$ cat src/rtl/alu_sequencer_if.sv
// alu_sequencer_if: fetch, register-file and ALU signals seen by the sequencer
interface alu_sequencer_if #(
  parameter int DW = 8,
  parameter int CNT_W = 16
);
  logic [7:0] insr;
  logic insr_valid;
  logic insr_ready;
  logic rf_re;
  logic [3:0] rf_raddr;
  logic [DW-1:0] rf_rdata;
  logic rf_we;
  logic [3:0] rf_waddr;
  logic [DW-1:0] rf_wdata;
  logic [DW-1:0] alu_a;
  logic [DW-1:0] alu_b;
  logic [3:0] alu_op;
  logic alu_start;
  logic alu_done;
  logic [DW-1:0] alu_result;
  logic busy;
  logic [CNT_W-1:0] retired;
  modport master (
    input insr, insr_valid, rf_rdata, alu_done, alu_result,
    output insr_ready, rf_re, rf_raddr, rf_we, rf_waddr, rf_wdata,
    output alu_a, alu_b, alu_op, alu_start, busy, retired
  );
  modport slave (
    output insr, insr_valid, rf_rdata, alu_done, alu_result,
    input insr_ready, rf_re, rf_raddr, rf_we, rf_waddr, rf_wdata,
    input alu_a, alu_b, alu_op, alu_start, busy, retired
  );
endinterface

$ cat src/rtl/alu_sequencer.sv
// alu_sequencer: sequences one ALU instruction byte through operand reads, execute and writeback
module alu_sequencer #(
  parameter int DW = 8,
  parameter int CNT_W = 16
) (
  input logic clk,
  input logic rst,
  alu_sequencer_if.master bus
);
  typedef enum logic [2:0] {IDLE, RDA, RDB, EXEC, WB} state_t;
  localparam logic [3:0] REG_A = 4'h0;
  localparam logic [3:0] REG_Y = 4'h2;
  localparam logic [3:0] REG_D = 4'h3;
  state_t state, nxt;
  logic first, take, accept;
  logic [2:0] creg;
  logic [3:0] dst, src_a, src_b;
  logic [3:0] op, dest, src_b_r, raddr, waddr;
  logic [DW-1:0] opa, opb, res;
  logic [CNT_W-1:0] cnt;
  always_comb begin
    creg = bus.insr[6:4];
    dst = creg[2] ? REG_D : REG_A;
    src_a = (creg[1:0] == 2'd0) ? (creg[2] ? REG_A : 4'h1) : {2'b00, creg[1:0]};
    src_b = creg[2] ? REG_D : ((creg[1:0] == 2'd0) ? REG_Y : REG_A);
  end
  always_comb begin
    take = bus.insr_valid && !bus.insr[7];
    accept = (state == IDLE || state == WB) && take;
    nxt = (state == IDLE || state == WB) ? (take ? RDA : IDLE) :
          (state == RDA) ? RDB :
          (state == RDB) ? EXEC :
          bus.alu_done ? WB : EXEC;
    bus.insr_ready = state == IDLE || state == WB;
    bus.rf_re = state == RDA || state == RDB;
    bus.rf_we = state == WB;
    bus.alu_start = state == EXEC && first;
    bus.busy = state != IDLE;
  end
  always_ff @(posedge clk or posedge rst) begin
    if (rst) begin
      state <= IDLE;
      first <= 1'b0;
      op <= '0;
      dest <= '0;
      src_b_r <= '0;
      raddr <= '0;
      waddr <= '0;
      opa <= '0;
      opb <= '0;
      res <= '0;
      cnt <= '0;
    end else begin
      state <= nxt;
      first <= state == RDB;
      if (accept) begin
        op <= bus.insr[3:0];
        dest <= dst;
        src_b_r <= src_b;
        raddr <= src_a;
      end
      if (state == RDA) raddr <= src_b_r;
      if (state == RDB) opa <= bus.rf_rdata;
      if (first) opb <= bus.rf_rdata;
      if (state == EXEC && bus.alu_done) begin
        res <= bus.alu_result;
        waddr <= dest;
      end
      if (state == WB) cnt <= cnt + 1'b1;
    end
  end
  // operand B arrives from the RF during the first EXEC cycle, so it is forwarded until it is captured
  assign bus.alu_b = first ? bus.rf_rdata : opb;
  assign bus.alu_a = opa;
  assign bus.alu_op = op;
  assign bus.rf_raddr = raddr;
  assign bus.rf_waddr = waddr;
  assign bus.rf_wdata = res;
  assign bus.retired = cnt;
endmodule

$ cat src/flat_wrapper.sv
// flat-port wrapper written by rule: the top's interface ports become plain ports
module alu_sequencer_flat 
#(
  parameter int DW = 8,
  parameter int CNT_W = 16
)
  (clk, rst, bus_insr, bus_insr_valid, bus_rf_rdata, bus_alu_done, bus_alu_result, bus_insr_ready, bus_rf_re, bus_rf_raddr, bus_rf_we, bus_rf_waddr, bus_rf_wdata, bus_alu_a, bus_alu_b, bus_alu_op, bus_alu_start, bus_busy, bus_retired);
  alu_sequencer_if #(.DW(DW), .CNT_W(CNT_W)) bus_i ();
  input logic clk;
  input logic rst;
  input wire logic [$bits(bus_i.insr)-1:0] bus_insr;
  input wire logic [$bits(bus_i.insr_valid)-1:0] bus_insr_valid;
  input wire logic [$bits(bus_i.rf_rdata)-1:0] bus_rf_rdata;
  input wire logic [$bits(bus_i.alu_done)-1:0] bus_alu_done;
  input wire logic [$bits(bus_i.alu_result)-1:0] bus_alu_result;
  output wire logic [$bits(bus_i.insr_ready)-1:0] bus_insr_ready;
  output wire logic [$bits(bus_i.rf_re)-1:0] bus_rf_re;
  output wire logic [$bits(bus_i.rf_raddr)-1:0] bus_rf_raddr;
  output wire logic [$bits(bus_i.rf_we)-1:0] bus_rf_we;
  output wire logic [$bits(bus_i.rf_waddr)-1:0] bus_rf_waddr;
  output wire logic [$bits(bus_i.rf_wdata)-1:0] bus_rf_wdata;
  output wire logic [$bits(bus_i.alu_a)-1:0] bus_alu_a;
  output wire logic [$bits(bus_i.alu_b)-1:0] bus_alu_b;
  output wire logic [$bits(bus_i.alu_op)-1:0] bus_alu_op;
  output wire logic [$bits(bus_i.alu_start)-1:0] bus_alu_start;
  output wire logic [$bits(bus_i.busy)-1:0] bus_busy;
  output wire logic [$bits(bus_i.retired)-1:0] bus_retired;
  assign bus_i.insr = bus_insr;
  assign bus_i.insr_valid = bus_insr_valid;
  assign bus_i.rf_rdata = bus_rf_rdata;
  assign bus_i.alu_done = bus_alu_done;
  assign bus_i.alu_result = bus_alu_result;
  assign bus_insr_ready = bus_i.insr_ready;
  assign bus_rf_re = bus_i.rf_re;
  assign bus_rf_raddr = bus_i.rf_raddr;
  assign bus_rf_we = bus_i.rf_we;
  assign bus_rf_waddr = bus_i.rf_waddr;
  assign bus_rf_wdata = bus_i.rf_wdata;
  assign bus_alu_a = bus_i.alu_a;
  assign bus_alu_b = bus_i.alu_b;
  assign bus_alu_op = bus_i.alu_op;
  assign bus_alu_start = bus_i.alu_start;
  assign bus_busy = bus_i.busy;
  assign bus_retired = bus_i.retired;
  alu_sequencer #(.DW(DW), .CNT_W(CNT_W)) u_core (.clk(clk), .rst(rst), .bus(bus_i));
endmodule
$ cat config.mk
export PLATFORM = sky130hd
export DESIGN_NAME = alu_sequencer_flat
export DESIGN_NICKNAME = d
export VERILOG_FILES = /design/src/rtl/alu_sequencer_if.sv /design/src/rtl/alu_sequencer.sv /design/src/flat_wrapper.sv
export SDC_FILE = /design/constraint.sdc
export NUM_CORES = 1
export LEC_CHECK = 0
export BUFFER_PORTS_ARGS = -buffer_cell sky130_fd_sc_hd__buf_2
export CORE_AREA = 5 5 72 74
export DETAILED_ROUTE_END_ITERATION = 10
export DIE_AREA = 0 0 77 79
export MAX_ROUTING_LAYER = met4
export PLACE_DENSITY = 0.82
export SYNTH_ARGS = -nofsm -noshare
export SYNTH_HDL_FRONTEND = slang
export SYNTH_SLANG_ARGS = --single-unit
$ cat constraint.sdc
create_clock -name clk -period 3.46 [get_ports clk]
set_input_delay 0.346 -clock clk [delete_from_list [all_inputs] [get_ports clk]]
set_output_delay 0.346 -clock clk [all_outputs]
set_load 0.005 [all_outputs]
==> flow_summary.toml <==
[critical_path]
critPathLaunch = "u_core.state[0]"
critPathKind = "reg -> out"
worst-path-buf-inv = 1
critPathTopFamily = "simple AND/OR/NAND/NOR gates"
r2r-start = "u_core.state[1]"
end_kind = "output port"
critPathSlowestCell = "dfrtp_1"
critPathRequiredTime_ns = 3.11
path_max_fanout = 11
slowest_delay_ns = 0.57
crit_chain = "nor3b_1, or2_2, buf_2"
startpoint_type = "flip-flop"
cp.arrival_ns = 1.74

[placement]
portBuffers = 80
gp_congestion = 0.771
post-place-ws_ns = 1.48
dp_hpwl_um = 3270

[timing]
slew_headroom_pct = 28.3
layout_setup_ws_ns = 1.37
setup_tns_ns = 0
hold_violations = 0
finalCritPeriodShare_pct = 60.3
finalCriticalPeriod_ns = 2.09
clock_skew_ns = 0.00574
timing.fmax_mhz = 479
maxSlewViolCount = 0
rsz0062_at_grt = "no"
tightest_slew_ns = 1.07
setup_viol = 0

[drt]
route.detailed.drc = 0
final_antenna_net_count = 0
via_count = 1530
wl_met1_um = 1890
wl_met3_um = 335
routedWlPerCell_um = 14.5
totalWireLength_um = 4410
wl_met2_um = 2150
first_pass_iters = 4
drt-initial-drc-count = 43
highest_layer = "met4"
via_per_inst = 5.05

[global_route]
grt_max_degree = 54
track_usage_pct = 15.7
first_global_vias = 1570
antenna_found_initial = 0
grt_pass1_wl_um = 7500
grt_overflow = 0

[min_path]
hp-start = "bus_alu_result[2]"
hp-class = "in -> reg"

[clocking]
cts_buffers = 5
post_cts_buffers = 0
clock_sinks = 53
clkLatencyLatePin_ns = 0.30
cts_hold_buf = 0
htree_levels = 2
clockBufferDepth = 2
ctsResizeCount = 0
cts_tree = "built"
root_buffer = "clkbuf_8"
clk_pin_slew_ns = 0.09

[finish]
antennaDiodeCount = 0
final_nets = 278
areaGrowthSynthToFinish_pct = 23.8
fillCellCount = 387
drive_gt1_share_pct = 49.8

[power_and_ir_drop]
power.density_mw_per_mm2 = 787
p_int_uw = 1510
pwr-share-seq_pct = 47.3
p_comb_share_pct = 34.3
clkPwrFrac_pct = 18.4
p_sw_uw = 656
p_leak_uw = 0.00138
ir_worst_vdd_mv = 0.402
swShare_pct = 30.3

[synth]
synth-seq-cells = 53
async_reset_ff_share_pct = 100
seq_area_frac_synth_pct = 59.8
ys.flop_type = "dfrtp_1"
ys_types = 30
yosysWarnings = 0
syn_area_mm2 = 0.00222
synth.avg_cell_area_um2 = 13.1
syn_inst = 169
synth_edf_count = 0

[floorplan]
dieArea_mm2 = 0.00608
fp.dieW_um = 77
initial_core_util_pct = 48.9
coreArea_mm2 = 0.00454
die_y_um = 79
io_pins = 85
rows = 25

[status]
outcome = "finished, final reports clean"

[run]
cap_violations = 0
[logic make-up after synthesis]
logic type                 count (synthesis)  share of synthesized area [%]
buffers and inverters                     13                           3.44
adders and majority gates                  1                          0.564
xor gates and xnor gates                  15                           5.93
muxes                                     31                           15.7
AOI/OAI and AO/OA                          8                           2.26
other                                      1                          0.169
DFF                                       53                           59.8
and+or+nand+nor                           47                           12.1
[cell usage after synthesis, types with 2 or more instances]
master,instances,area (um^2)
a21oi_1,2,10.0
nand3_1,7,35.0
buf_2,4,20.0
xnor2_1,14,123
and3_1,4,25.0
nand2_1,9,33.8
nor3b_1,2,15.0
a21o_1,2,15.0
nand4_1,4,25.0
and2_1,2,12.5
buf_4,6,45.0
inv_1,2,7.51
dfrtp_1,53,1330
nand2b_1,2,12.5
mux2_2,31,349
nor2_1,10,37.5
o21ai_0,2,10.0
[metrics by stage]
stage | instance area [um^2] | power [uW] | hold WS (ns) | std cells | util, %
CTS | 2750 | 2200 | 0.259 | 303 | 60.5
finish | 2750 | 2160 | 0.270 | 303 | 60.5
global route | 2750 | 2320 | 0.256 | 303 | 60.5
floorplan | 2230 | 1460 | 0.433 | 172 | -
global placement | 2640 | 1760 | 0.456 | 296 | 58.2
detailed placement | 2640 | 1800 | 0.478 | 296 | 58.2
[cells in the final DEF, fill, tap and decap left out, types with 4 or more instances in the layout]
cell / netlist / routed
nand2_1: 9 / 9
nand4_1: 4 / 4
mux2_2: 31 / 31
nand3_1: 7 / 7
and3_1: 4 / 4
nor2_1: 10 / 10
buf_2: 4 / 80
conb_1: 1 / 4
xnor2_1: 14 / 14
clkbuf_8: 0 / 5
dfrtp_1: 53 / 53
[metal layers]
metal	global-route usage (%)	vias to the layer above
met5	-	-
li1	-	728
met1	18.9	743
met4	4.64	0
met2	25.5	54
met3	4.88	5
[final timing paths]
path | endpoint | slack [ns] | cells after the start
min in group asynchronous | u_core.bus.retired[5] | 0.30 | 2
worst min register to register | u_core.bus.rf_raddr[1] | 0.49 | 2
max in group asynchronous | u_core.bus.retired[4] | 2.50 | 2
worst max-delay path | bus_rf_re | 1.37 | 3
worst max register to register | u_core.bus.alu_op[2] | 1.45 | 2
worst min-delay path | u_core.bus.rf_wdata[2] | 0.27 | 2
[state kept, by name, indices dropped and copies added (netlist names)]
| name | cells |
|---|---|
| u_core.first | 1 |
| u_core.bus.rf_waddr | 1 |
| u_core.src_b_r | 1 |
| u_core.bus.retired | 16 |
| u_core.bus.rf_wdata | 8 |
| u_core.dest | 1 |
| u_core.bus.alu_op | 4 |
| u_core.state | 3 |
| u_core.bus.alu_a | 8 |
| u_core.opb | 8 |
| u_core.bus.rf_raddr | 2 |
[final cells by class]
type	instances	area, um^2	area share, %
flip-flops and latches	53	1330	48.3
multi-input cells	106	832	30.3
repair buffers	81	408	14.9
clock buffers	5	68.8	2.51
well taps	54	67.6	2.46
clock inverters	2	35.0	1.28
inverters	2	7.51	0.273
[power groups by stage]
stage | clock [uW] | combinational, uW | sequential, uW
2_1_floorplan | 0 | 469 | 989
3_3_place_gp | 0 | 734 | 1020
3_5_place_dp | 0 | 761 | 1040
4_1_cts | 411 | 764 | 1020
5_1_grt | 437 | 826 | 1050
6_report | 398 | 742 | 1020
[worst reg2reg max path, delay by kind of cell, from the launching register on]
kind          cells  cell delay (ns)
flops             1             0.50
mux               1             0.43
simple gates      1             0.98
No activity file was read; power rests on OpenSTA's default activity.
